File: src/rtl/pacman_pkg.sv
// Shared maze types: directions, mover states,
// maze geometry and entity codes.
package pacman_pkg;

  typedef enum logic [1:0] {
    UP    = 2'b00,
    LEFT  = 2'b01,
    DOWN  = 2'b10,
    RIGHT = 2'b11
  } dir_t;

  typedef enum logic [1:0] {
    S_IDLE,
    S_CHK_NEW,
    S_CHK_CUR
  } mv_state_t;

  localparam int SPRITE_SIZE = 14;
  localparam int MAZE_W      = 256;
  localparam int MAZE_H      = 248;

  localparam logic [1:0] PACMAN = 2'd1;
  localparam logic [1:0] GHOST  = 2'd3;

endpackage

File: src/rtl/pos_step.sv
// One-step position update: horizontal tunnel
// wrap, vertical clamp to the maze edges.
module pos_step
  import pacman_pkg::*;
#(
  parameter logic [9:0] STEP  = 10'd1,
  parameter logic [9:0] X_MAX = 10'd242,
  parameter logic [9:0] Y_MAX = 10'd234
) (
  input  logic [9:0] x,
  input  logic [9:0] y,
  input  logic [1:0] dir,
  output logic [9:0] nx,
  output logic [9:0] ny
);

  logic [10:0] sum_x;
  logic [10:0] sum_y;

  assign sum_x = {1'b0, x} + {1'b0, STEP};
  assign sum_y = {1'b0, y} + {1'b0, STEP};

  // Only the axis of travel changes.
  always_comb begin
    nx = x;
    ny = y;
    unique case (dir_t'(dir))
      UP:
        ny = (y < STEP) ? 10'd0 : y - STEP;
      DOWN:
        ny = (sum_y > {1'b0, Y_MAX}) ?
             Y_MAX : sum_y[9:0];
      LEFT:
        nx = (x < STEP) ? X_MAX : x - STEP;
      RIGHT:
        nx = (sum_x > {1'b0, X_MAX}) ?
             10'd0 : sum_x[9:0];
    endcase
  end

endmodule

File: src/rtl/entity_mover.sv
// Per-frame mover: queries walls with the wanted
// direction, falls back to the current one.
module entity_mover
  import pacman_pkg::*;
#(
  parameter logic [9:0] START_X = 10'd120,
  parameter logic [9:0] START_Y = 10'd180,
  parameter logic [9:0] X_MAX   = 10'd242,
  parameter logic [9:0] Y_MAX   = 10'd234,
  parameter logic [9:0] STEP    = 10'd1,
  parameter int         CHECK_LAT = 2
) (
  input  logic       Clk,
  input  logic       Reset_n,
  input  logic       frame_tick,
  input  logic       req_valid,
  input  logic [1:0] req_dir,
  input  logic       allowed,
  output logic [9:0] entityX,
  output logic [9:0] entityY,
  output logic [1:0] direction,
  output logic       moving,
  output logic       busy
);

  localparam int CW = (CHECK_LAT < 2) ?
    1 : $clog2(CHECK_LAT + 1);
  localparam logic [CW-1:0] LAT = CW'(CHECK_LAT);

  mv_state_t     state_q, state_d;
  logic [CW-1:0] cnt_q, cnt_d;
  logic [9:0]    x_q, x_d, y_q, y_d;
  dir_t          cur_q, cur_d;
  dir_t          pend_q, pend_d;
  dir_t          try_q, try_d;
  dir_t          dir_q, dir_d;
  logic          mov_q, mov_d;
  logic          busy_q, busy_d;
  logic [9:0]    nx, ny;

  // dir_q is always the direction under query,
  // so it is also the direction to step in.
  pos_step #(
    .STEP  (STEP),
    .X_MAX (X_MAX),
    .Y_MAX (Y_MAX)
  ) u_step (
    .x   (x_q),
    .y   (y_q),
    .dir (dir_q),
    .nx  (nx),
    .ny  (ny)
  );

  // Next-state and registered-output logic.
  always_comb begin
    state_d = state_q;
    cnt_d   = cnt_q;
    x_d     = x_q;
    y_d     = y_q;
    cur_d   = cur_q;
    pend_d  = pend_q;
    try_d   = try_q;
    dir_d   = dir_q;
    mov_d   = mov_q;
    busy_d  = busy_q;
    if (req_valid)
      pend_d = dir_t'(req_dir);
    unique case (state_q)
      S_IDLE: begin
        if (frame_tick) begin
          try_d   = req_valid ?
                    dir_t'(req_dir) : pend_q;
          dir_d   = try_d;
          cnt_d   = '0;
          busy_d  = 1'b1;
          state_d = S_CHK_NEW;
        end
      end
      S_CHK_NEW: begin
        if (cnt_q == LAT) begin
          if (allowed) begin
            cur_d   = try_q;
            x_d     = nx;
            y_d     = ny;
            mov_d   = 1'b1;
            busy_d  = 1'b0;
            state_d = S_IDLE;
          end else if (try_q == cur_q) begin
            mov_d   = 1'b0;
            busy_d  = 1'b0;
            state_d = S_IDLE;
          end else begin
            cnt_d   = '0;
            dir_d   = cur_q;
            state_d = S_CHK_CUR;
          end
        end else begin
          cnt_d = CW'(cnt_q + 1'b1);
        end
      end
      S_CHK_CUR: begin
        if (cnt_q == LAT) begin
          if (allowed) begin
            x_d = nx;
            y_d = ny;
          end
          mov_d   = allowed;
          busy_d  = 1'b0;
          state_d = S_IDLE;
        end else begin
          cnt_d = CW'(cnt_q + 1'b1);
        end
      end
      default: begin
        state_d = S_IDLE;
        busy_d  = 1'b0;
        dir_d   = cur_q;
      end
    endcase
  end

  // State and output registers.
  always_ff @(posedge Clk or negedge Reset_n) begin
    if (!Reset_n) begin
      state_q <= S_IDLE;
      cnt_q   <= '0;
      x_q     <= START_X;
      y_q     <= START_Y;
      cur_q   <= LEFT;
      pend_q  <= LEFT;
      try_q   <= LEFT;
      dir_q   <= LEFT;
      mov_q   <= 1'b0;
      busy_q  <= 1'b0;
    end else begin
      state_q <= state_d;
      cnt_q   <= cnt_d;
      x_q     <= x_d;
      y_q     <= y_d;
      cur_q   <= cur_d;
      pend_q  <= pend_d;
      try_q   <= try_d;
      dir_q   <= dir_d;
      mov_q   <= mov_d;
      busy_q  <= busy_d;
    end
  end

  assign entityX   = x_q;
  assign entityY   = y_q;
  assign direction = dir_q;
  assign moving    = mov_q;
  assign busy      = busy_q;

endmodule

File: config.mk
export PLATFORM = sky130hd
export DESIGN_NAME = entity_mover
export DESIGN_NICKNAME = d
export VERILOG_FILES = /design/src/rtl/pacman_pkg.sv /design/src/rtl/pos_step.sv /design/src/rtl/entity_mover.sv
export SDC_FILE = /design/constraint.sdc
export NUM_CORES = 1
export LEC_CHECK = 0
export CAP_MARGIN = 20
export CORE_AREA = 3 3 105 107
export CTS_CLUSTER_DIAMETER = 30
export CTS_CLUSTER_SIZE = 16
export DETAILED_ROUTE_END_ITERATION = 8
export DIE_AREA = 0 0 108 110
export PLACE_DENSITY_LB_ADDON = 0.12
export SLEW_MARGIN = 5
export SYNTH_ARGS = -nofsm -noshare
export SYNTH_HDL_FRONTEND = slang
export SYNTH_SLANG_ARGS = --single-unit
File: constraint.sdc
create_clock -name Clk -period 4.5 [get_ports Clk]
set_clock_uncertainty 0.1 [all_clocks]
set_input_delay 0.9 -clock Clk [delete_from_list [all_inputs] [get_ports Clk]]
set_output_delay 0.9 -clock Clk [all_outputs]
set_load 0.02 [all_outputs]
==> tab_implementation.tex, run 1 <==
\begin{tabular}{lr}
\hline
Metric & Value \\
\hline
\multicolumn{2}{l}{\textbf{Synthesis}} \\
Yosys top cell area share & 20.07\% \\
Syn Std Cell Area & 2743 um\^{}2 \\
Post-synth EDFFs & 0 \\
Most area-consuming cells after synthesis & dfrtp\_1 20\%, dfstp\_2 11\%, ha\_1 5.9\% \\
Total nets after synthesis & 361 \\
Primary FF master, synth & dfrtp\_1 \\
Top-count cell post-synth & nor2\_1 \\
Synthesized instance count & 341 \\
Register bit total from synthesis & 34 \\
Cell variety after synth & 57 \\
Number of warning messages in the yosys log & 0 \\
Most numerous cell types in the synthesized netlist & 38 x nor2\_1, 25 x nand2\_1, 24 x a21oi\_1 \\
Seq/Total Area, Yosys & 31.57\% \\
Most area-hungry cell type in the Yosys netlist & dfrtp\_1 \\
Post-synthesis area per instance & 8.043 um\^{}2 \\
Fraction of registers with async set/reset & 100.0\% \\
\multicolumn{2}{l}{\textbf{Final layout}} \\
Layout filler cell count & 1105 \\
Ratio of cells with drive above 1 in the final layout & 10.08\% \\
Signed area change from the synthesized netlist to the final layout & 18.43\% \\
Number of antenna repair diodes & 0 \\
Post-layout nets & 376 \\
\multicolumn{2}{l}{\textbf{Power and ir drop}} \\
Peak VDD IR & 0.0001640 V \\
Power density relative to cell area & 601.5 nW/um\^{}2 \\
Power consumption & 1.954 mW \\
Leakage Power & 1.278 nW \\
\multicolumn{2}{l}{\textbf{Critical path}} \\
Worst Setup End Kind & flop \\
Capture point of the critical path & entityX[2]\$\_DFFE\_PN0P\_ \\
Delay of the slowest cell on the worst path & 0.57 ns \\
Required time worst endpoint & 4.55 ns \\
Startpoint type of the worst setup path & flop \\
Worst setup path category & flop to flop \\
Slowest cell on crit path & dfrtp\_1 \\
Endpoint arrival time on the critical path & 2.80 ns \\
Reg-to-reg critical path endpoint & entityX[2]\$\_DFFE\_PN0P\_ \\
CP Cell Sequence & ha\_1 > nand4\_1 > o21a\_1 > o21ai\_1 > nor3\_1 > o41ai\_1 > o31ai\_1 \\
Critical path fanouts, max & 11 \\
Minimum setup slack among reg-to-reg paths & 1.76 ns \\
Depth of the most critical reg-to-reg path & 7 \\
Launch point of the worst reg-to-reg path & entityX[0]\$\_DFFE\_PN0P\_ \\
CP startpoint & entityX[0]\$\_DFFE\_PN0P\_ \\
\multicolumn{2}{l}{\textbf{Clock tree}} \\
Number of sinks handled by clock tree synthesis & 34 \\
Bufs on Longest Clock Path & 2 \\
Clk\_lat worst skew & 0.29 ns \\
PostCTS Resize Cnt & 0 \\
CTS H-tree depth & 2 \\
CTS buffer count & 5 \\
Total of hold buffers inserted after clock tree synthesis & 0 \\
CTS tree & done \\
Clock-pin slew on the worst setup and hold paths & 0.08 ns \\
Root buffer cell & clkbuf\_8 \\
Setup Fix Bufs, Post-CTS & 0 \\
\multicolumn{2}{l}{\textbf{Die}} \\
Number of placed I/O pins & 31 \\
Standard-cell rows & 37 \\
Total Die Area & 11880 um\^{}2 \\
Starting density of the core & 26.81\% \\
Die Y-Extent & 110 um \\
Overall die width & 108 um \\
Core Region & 10230 um\^{}2 \\
\multicolumn{2}{l}{\textbf{Timing}} \\
Max-slew violation total from the final report & 0 \\
Final critical delay including setup and external delays & 2.743 ns \\
Maximum clock frequency & 364.5 MHz \\
Setup total negative slack & 0 ns \\
Final hold viol count & 0 \\
Worst slew slack as a fraction of its limit & 40.79\% \\
Number of setup violations in the final report & 0 \\
RSZ-0062 raised after global routing & false \\
Actual transition at the worst max-transition pin & 0.8882 ns \\
Final cycle utilization of the critical path & 60.96\% \\
\multicolumn{2}{l}{\textbf{Placed design}} \\
Half-perimeter wire length after placement & 5259 um \\
Global placement routability congestion & 0.8258 \\
Buffers added on ports & 30 \\
\multicolumn{2}{l}{\textbf{GRT}} \\
Via count of the first global-routing pass & 2480 \\
Number of antenna violations at the first check in global routing & 0 \\
Pin count of the biggest net entering global routing & 35 \\
Global Route Usage Sum & 12.97\% \\
Wire length of the first global-routing pass & 12500 um \\
Congestion Overflow GR & 0 \\
\multicolumn{2}{l}{\textbf{Routing}} \\
Antenna viol nets, final & 0 \\
Average wire per standard cell & 15.14 um \\
Number of detailed-route iterations in the first pass & 5 \\
Initial detailed-routing violation count & 154 \\
Number of vias after detailed routing & 2606 \\
Aggregate routed wire length & 7465 um \\
Number of vias per cell & 5.286 \\
Number of remaining DRC errors & 0 \\
\multicolumn{2}{l}{\textbf{Flow run}} \\
Max-cap violation count & 0 \\
\multicolumn{2}{l}{\textbf{Min path}} \\
Min-delay src & moving\$\_DFFE\_PN0P\_ \\
Tightest Hold Check Type & flop to flop \\
\multicolumn{2}{l}{\textbf{Run status}} \\
Status & finished, final reports clean \\
\hline
\end{tabular}
worst min path at each step:
stage / endpoint / slack (ns) / cells past startpoint
5_1_grt: moving$_DFFE_PN0P_ / 0.45 / 1
2_1_floorplan: pend_q[1]$_DFF_PN0_ / 0.37 / 2
4_1_cts: moving$_DFFE_PN0P_ / 0.42 / 1
6_report: moving$_DFFE_PN0P_ / 0.42 / 1
3_3_place_gp: moving$_DFFE_PN0P_ / 0.39 / 1
3_5_place_dp: moving$_DFFE_PN0P_ / 0.40 / 1
final cells by class:
type	count	area (um^2)	area share [%]
tap	136	170.2	5.239
sequential	34	865.8	26.66
clock buffer	5	68.82	2.119
clock inverter	3	68.82	2.119
multi-input combinational	270	1719	52.93
timing repair buffer	31	302.8	9.322
inverter	14	52.55	1.618
routing by layer:
layer | part of all wire [%] | vias up | track usage (%)
li1 | - | 1286 | -
met1 | 47 | 1227 | 17.58
met2 | 46 | 83 | 20.56
met3 | 5.5 | 10 | 2.737
met4 | 1.5 | 0 | 4.418
met5 | 0 | - | 0
critical path, delay by kind of cell (launching register included):
| kind | cells | cell delay (ns) |
|---|---|---|
| compound gates | 4 | 1.24 |
| flops | 1 | 0.57 |
| fa+ha+maj | 1 | 0.42 |
| simple gates | 2 | 0.27 |
stage by stage:
stage	area (um^2)	std cells	util [%]	hold slack [ns]	setup WS, ns
after detailed placement	3110	485	30.40	0.4005	1.700
after global routing	3248	493	31.75	0.4531	1.473
after CTS	3248	493	31.75	0.4190	1.768
after global placement	3110	485	30.40	0.3901	1.739
final	3248	493	31.75	0.4159	1.757
after floorplan	2743	341	-	0.3658	1.944
placed cells by master (no fill, tap or decap), drive strengths merged, types with 4 or more instances in the layout:
master / instances
o22a: 4
nand3: 15
o21ai: 20
a21oi: 24
mux2i: 5
clkdlybuf4s50: 29
dfstp: 12
and2: 5
o31ai: 13
nand2: 25
mux2: 7
a31oi: 8
nor2b: 8
nor2: 38
ha: 13
nand4: 5
and3: 6
nand2b: 4
nor3: 15
inv: 14
dfrtp: 22
clkbuf: 5
where the power goes:
part	leakage [nW]	total (mW)	switching, mW	internal [mW]
Combinational	0.800	0.965	0.542	0.423
Sequential	0.410	0.640	0.211	0.429
Clock	0.0683	0.348	0.126	0.222
flip-flops by register name (all words and copies together) (netlist names):
signal,count
cnt_q,2
pend_q,2
direction,2
moving,1
entityY,10
busy,1
cur_q,2
state_q,2
try_q,2
entityX,10
cells by family after synthesis:
| family | share of synthesized area [%] |
|---|---|
| mux | 4.699 |
| buf+inv | 5.748 |
| compound gates | 24.86 |
| xor+xnor | 1.916 |
| flops | 31.57 |
| simple gates | 25.27 |
| fa+ha+maj | 5.931 |
Power figures use the tool's default switching activity.
==> run 2: changes to the inputs <==
clock period = 2.64 ns   (was 4.5 ns; I/O delays follow)
==> run 2 against run 1 <==
Effect of this change: count of clock-buffer cells in the layout up 2; setup slack worse by 1.5 ns; via count up 2.5%; critical endpoint is now entityY[3]$_DFFE_PN0P_; clock power is 20% higher; largest power group unchanged.
==> tab_implementation.tex, run 2 (synthesis gave the netlist of run 1 again) <==
\begin{tabular}{lr}
\hline
Metric & Value \\
\hline
\multicolumn{2}{l}{\textbf{Run status}} \\
Status & finished, final reports clean (unchanged) \\
\multicolumn{2}{l}{\textbf{Final layout}} \\
Ratio of cells with drive above 1 in the final layout & 15.57\% (was 10.08\%) \\
Post-layout nets & 398 (was 376) \\
Signed area change from the synthesized netlist to the final layout & 23.59\% (was 18.43\%) \\
Non-Filler Instances & 515 (was 493) \\
Layout filler cell count & 1094 (was 1105) \\
Combined area of the multi-input logic cells & 1742 um\^{}2 (was 1719 um\^{}2) \\
Layout Cell Area excl Fill & 3390 um\^{}2 (was 3248 um\^{}2) \\
Fraction of the core area covered by cells at the end of the flow & 33.13\% (was 31.75\%) \\
Most common cell after layout, fill and taps aside & nor2\_1 (unchanged) \\
Top library cells by usage in the layout, fill and taps aside & 38 x nor2\_1, 29 x clkdlybuf4s50\_1, 25 x nand2\_1 (unchanged) \\
Number of antenna repair diodes & 0 (unchanged) \\
Area taken by flip-flops and latches & 865.8 um\^{}2 (unchanged) \\
\multicolumn{2}{l}{\textbf{Critical path}} \\
Critical path fanouts, max & 7 (was 11) \\
Worst setup path category & flop to flop (unchanged) \\
Endpoint arrival time on the critical path & 2.48 ns (was 2.80 ns) \\
Worst Setup End Kind & flop (unchanged) \\
Required time worst endpoint & 2.71 ns (was 4.55 ns) \\
Startpoint type of the worst setup path & flop (unchanged) \\
\multicolumn{2}{l}{\textbf{Routing}} \\
Number of vias per cell & 5.184 (was 5.286) \\
Number of remaining DRC errors & 0 (unchanged) \\
Average wire per standard cell & 15.27 um (was 15.14 um) \\
Number of vias after detailed routing & 2670 (was 2606) \\
Antenna viol nets, final & 0 (unchanged) \\
Number of detailed-route iterations in the first pass & 4 (was 5) \\
Aggregate routed wire length & 7862 um (was 7465 um) \\
Initial detailed-routing violation count & 99 (was 154) \\
\multicolumn{2}{l}{\textbf{GRT}} \\
Pin count of the biggest net entering global routing & 35 (unchanged) \\
Wire length of the first global-routing pass & 13450 um (was 12500 um) \\
Global Route Usage Sum & 14.03\% (was 12.97\%) \\
Number of antenna violations at the first check in global routing & 0 (unchanged) \\
Congestion Overflow GR & 0 (unchanged) \\
Via count of the first global-routing pass & 2686 (was 2480) \\
\multicolumn{2}{l}{\textbf{Timing}} \\
Final critical delay including setup and external delays & 2.412 ns (was 2.743 ns) \\
Maximum clock frequency & 414.6 MHz (was 364.5 MHz) \\
Worst slew slack as a fraction of its limit & 42.47\% (was 40.79\%) \\
Setup total negative slack & 0 ns (unchanged) \\
Actual transition at the worst max-transition pin & 0.8629 ns (was 0.8882 ns) \\
Number of setup violations in the final report & 0 (unchanged) \\
Post-Route Hold Slack & 0.2534 ns (was 0.4159 ns) \\
Final cycle utilization of the critical path & 91.37\% (was 60.96\%) \\
RSZ-0062 raised after global routing & false (unchanged) \\
Worst Setup Slack, final & 0.2280 ns (was 1.757 ns) \\
Max-slew violation total from the final report & 0 (unchanged) \\
Final hold viol count & 0 (unchanged) \\
\multicolumn{2}{l}{\textbf{Clock tree}} \\
Setup Fix Bufs, Post-CTS & 0 (unchanged) \\
Bufs on Longest Clock Path & 2 (unchanged) \\
CTS buffer count & 5 (unchanged) \\
Total of hold buffers inserted after clock tree synthesis & 0 (unchanged) \\
CTS H-tree depth & 2 (unchanged) \\
CTS tree & done (unchanged) \\
Clock-pin slew on the worst setup and hold paths & 0.09 ns (was 0.08 ns) \\
Clk\_lat worst skew & 0.29 ns (about the same) \\
Number of sinks handled by clock tree synthesis & 34 (unchanged) \\
Root buffer cell & clkbuf\_8 (unchanged) \\
\multicolumn{2}{l}{\textbf{Die}} \\
Total Die Area & 11880 um\^{}2 (unchanged) \\
Core Region & 10230 um\^{}2 (unchanged) \\
Die Y-Extent & 110 um (unchanged) \\
Starting density of the core & 26.81\% (unchanged) \\
Number of placed I/O pins & 31 (unchanged) \\
Overall die width & 108 um (unchanged) \\
Standard-cell rows & 37 (unchanged) \\
\multicolumn{2}{l}{\textbf{Power and ir drop}} \\
Combinational Power Share & 57.4\% (was 49.4\%) \\
Peak VDD IR & 0.0003098 V (was 0.0001640 V) \\
Power consumption & 3.323 mW (was 1.954 mW) \\
Switching power & 1.534 mW (was 0.8799 mW) \\
Clock share of power & 12.6\% (was 17.8\%) \\
Cell internal power dissipation & 1.789 mW (was 1.074 mW) \\
Power density relative to cell area & 980.3 nW/um\^{}2 (was 601.5 nW/um\^{}2) \\
Switching power share of the total & 46.17\% (was 45.04\%) \\
Share of total power in sequential cells & 30.0\% (was 32.8\%) \\
Leakage Power & 1.373 nW (was 1.278 nW) \\
\multicolumn{2}{l}{\textbf{Flow run}} \\
Max-cap violation count & 0 (unchanged) \\
\multicolumn{2}{l}{\textbf{Placed design}} \\
Post-place instance area & 3276 um\^{}2 (was 3110 um\^{}2) \\
Global placement routability congestion & 0.8334 (was 0.8258) \\
Worst setup timing slack at the placement stage & 0.1892 ns (was 1.700 ns) \\
Placed cells & 507 (was 485) \\
Buffers added on ports & 30 (unchanged) \\
Half-perimeter wire length after placement & 5615 um (was 5259 um) \\
\multicolumn{2}{l}{\textbf{Min path}} \\
Tightest Hold Check Type & primary input to asynchronous set/reset pin (was flop to flop) \\
\hline
\end{tabular}
## run 2: changes by cell type in the layout (fill, tap and decap cells not counted), sizes merged
cell,delta
bufinv,-2
buf,+22
clkbuf,+2
## run 2: per-layer routing
metal | track usage, % | part of all wire (%) | vias to the layer above
li1 | - | - | 1330
met3 | 1.980 | 3.3 | 4
met5 | 0 | 0 | -
met1 | 18.82 | 48 | 1283
met2 | 24.20 | 48 | 53
met4 | 2.885 | 0.84 | 0
## run 2: critical path, cell delays in order (launching register included)
cell and delay (ns):
dfrtp_1 0.37, inv_1 0.07, ha_1 0.19, or4b_1 0.56, or3_1 0.42, nand3_1 0.10, a21oi_1 0.06, a211o_1 0.26
o22a_1 0.16
## run 2: power groups by stage
stage          registers, mW  clock network (mW)  logic [mW]
6_report               0.997               0.418        1.91
5_1_grt                 1.04               0.465        2.14
4_1_cts                0.993               0.445        1.91
3_5_place_dp            1.00                   0        1.90
3_3_place_gp            1.00                   0        1.91
2_1_floorplan           1.03                   0        1.16
## run 2: final timing paths
path                            depth (start not counted)                      to                    from  slack, ns
max in group asynchronous                               1  entityY[3]$_DFFE_PN0P_                 Reset_n       1.65
worst min register to register                          1      moving$_DFFE_PN0P_      moving$_DFFE_PN0P_       0.41
worst min-delay path                                    1  entityX[1]$_DFFE_PN0P_                 Reset_n       0.25
worst max-delay path                                    8  entityY[3]$_DFFE_PN0P_  entityY[1]$_DFFE_PN0P_       0.23
worst max register to register                          8  entityY[3]$_DFFE_PN0P_  entityY[1]$_DFFE_PN0P_       0.23
min in group Clk                                        1      moving$_DFFE_PN0P_      moving$_DFFE_PN0P_       0.41
## run 2: what timing repair did
action,CTS,global route
gates resized for setup,0,3
setup endpoints to repair,0,3
endpoints found under the hold margin,0,0
## run 2: layout make-up
cell class,instances,share of cell area (%)
repair buffers,53,13.81
multi-input cells,270,51.38
clock inverters,1,0.1477
inverters,14,1.550
well taps,136,5.020
clock buffers,7,2.547
flip-flops and latches,34,25.54
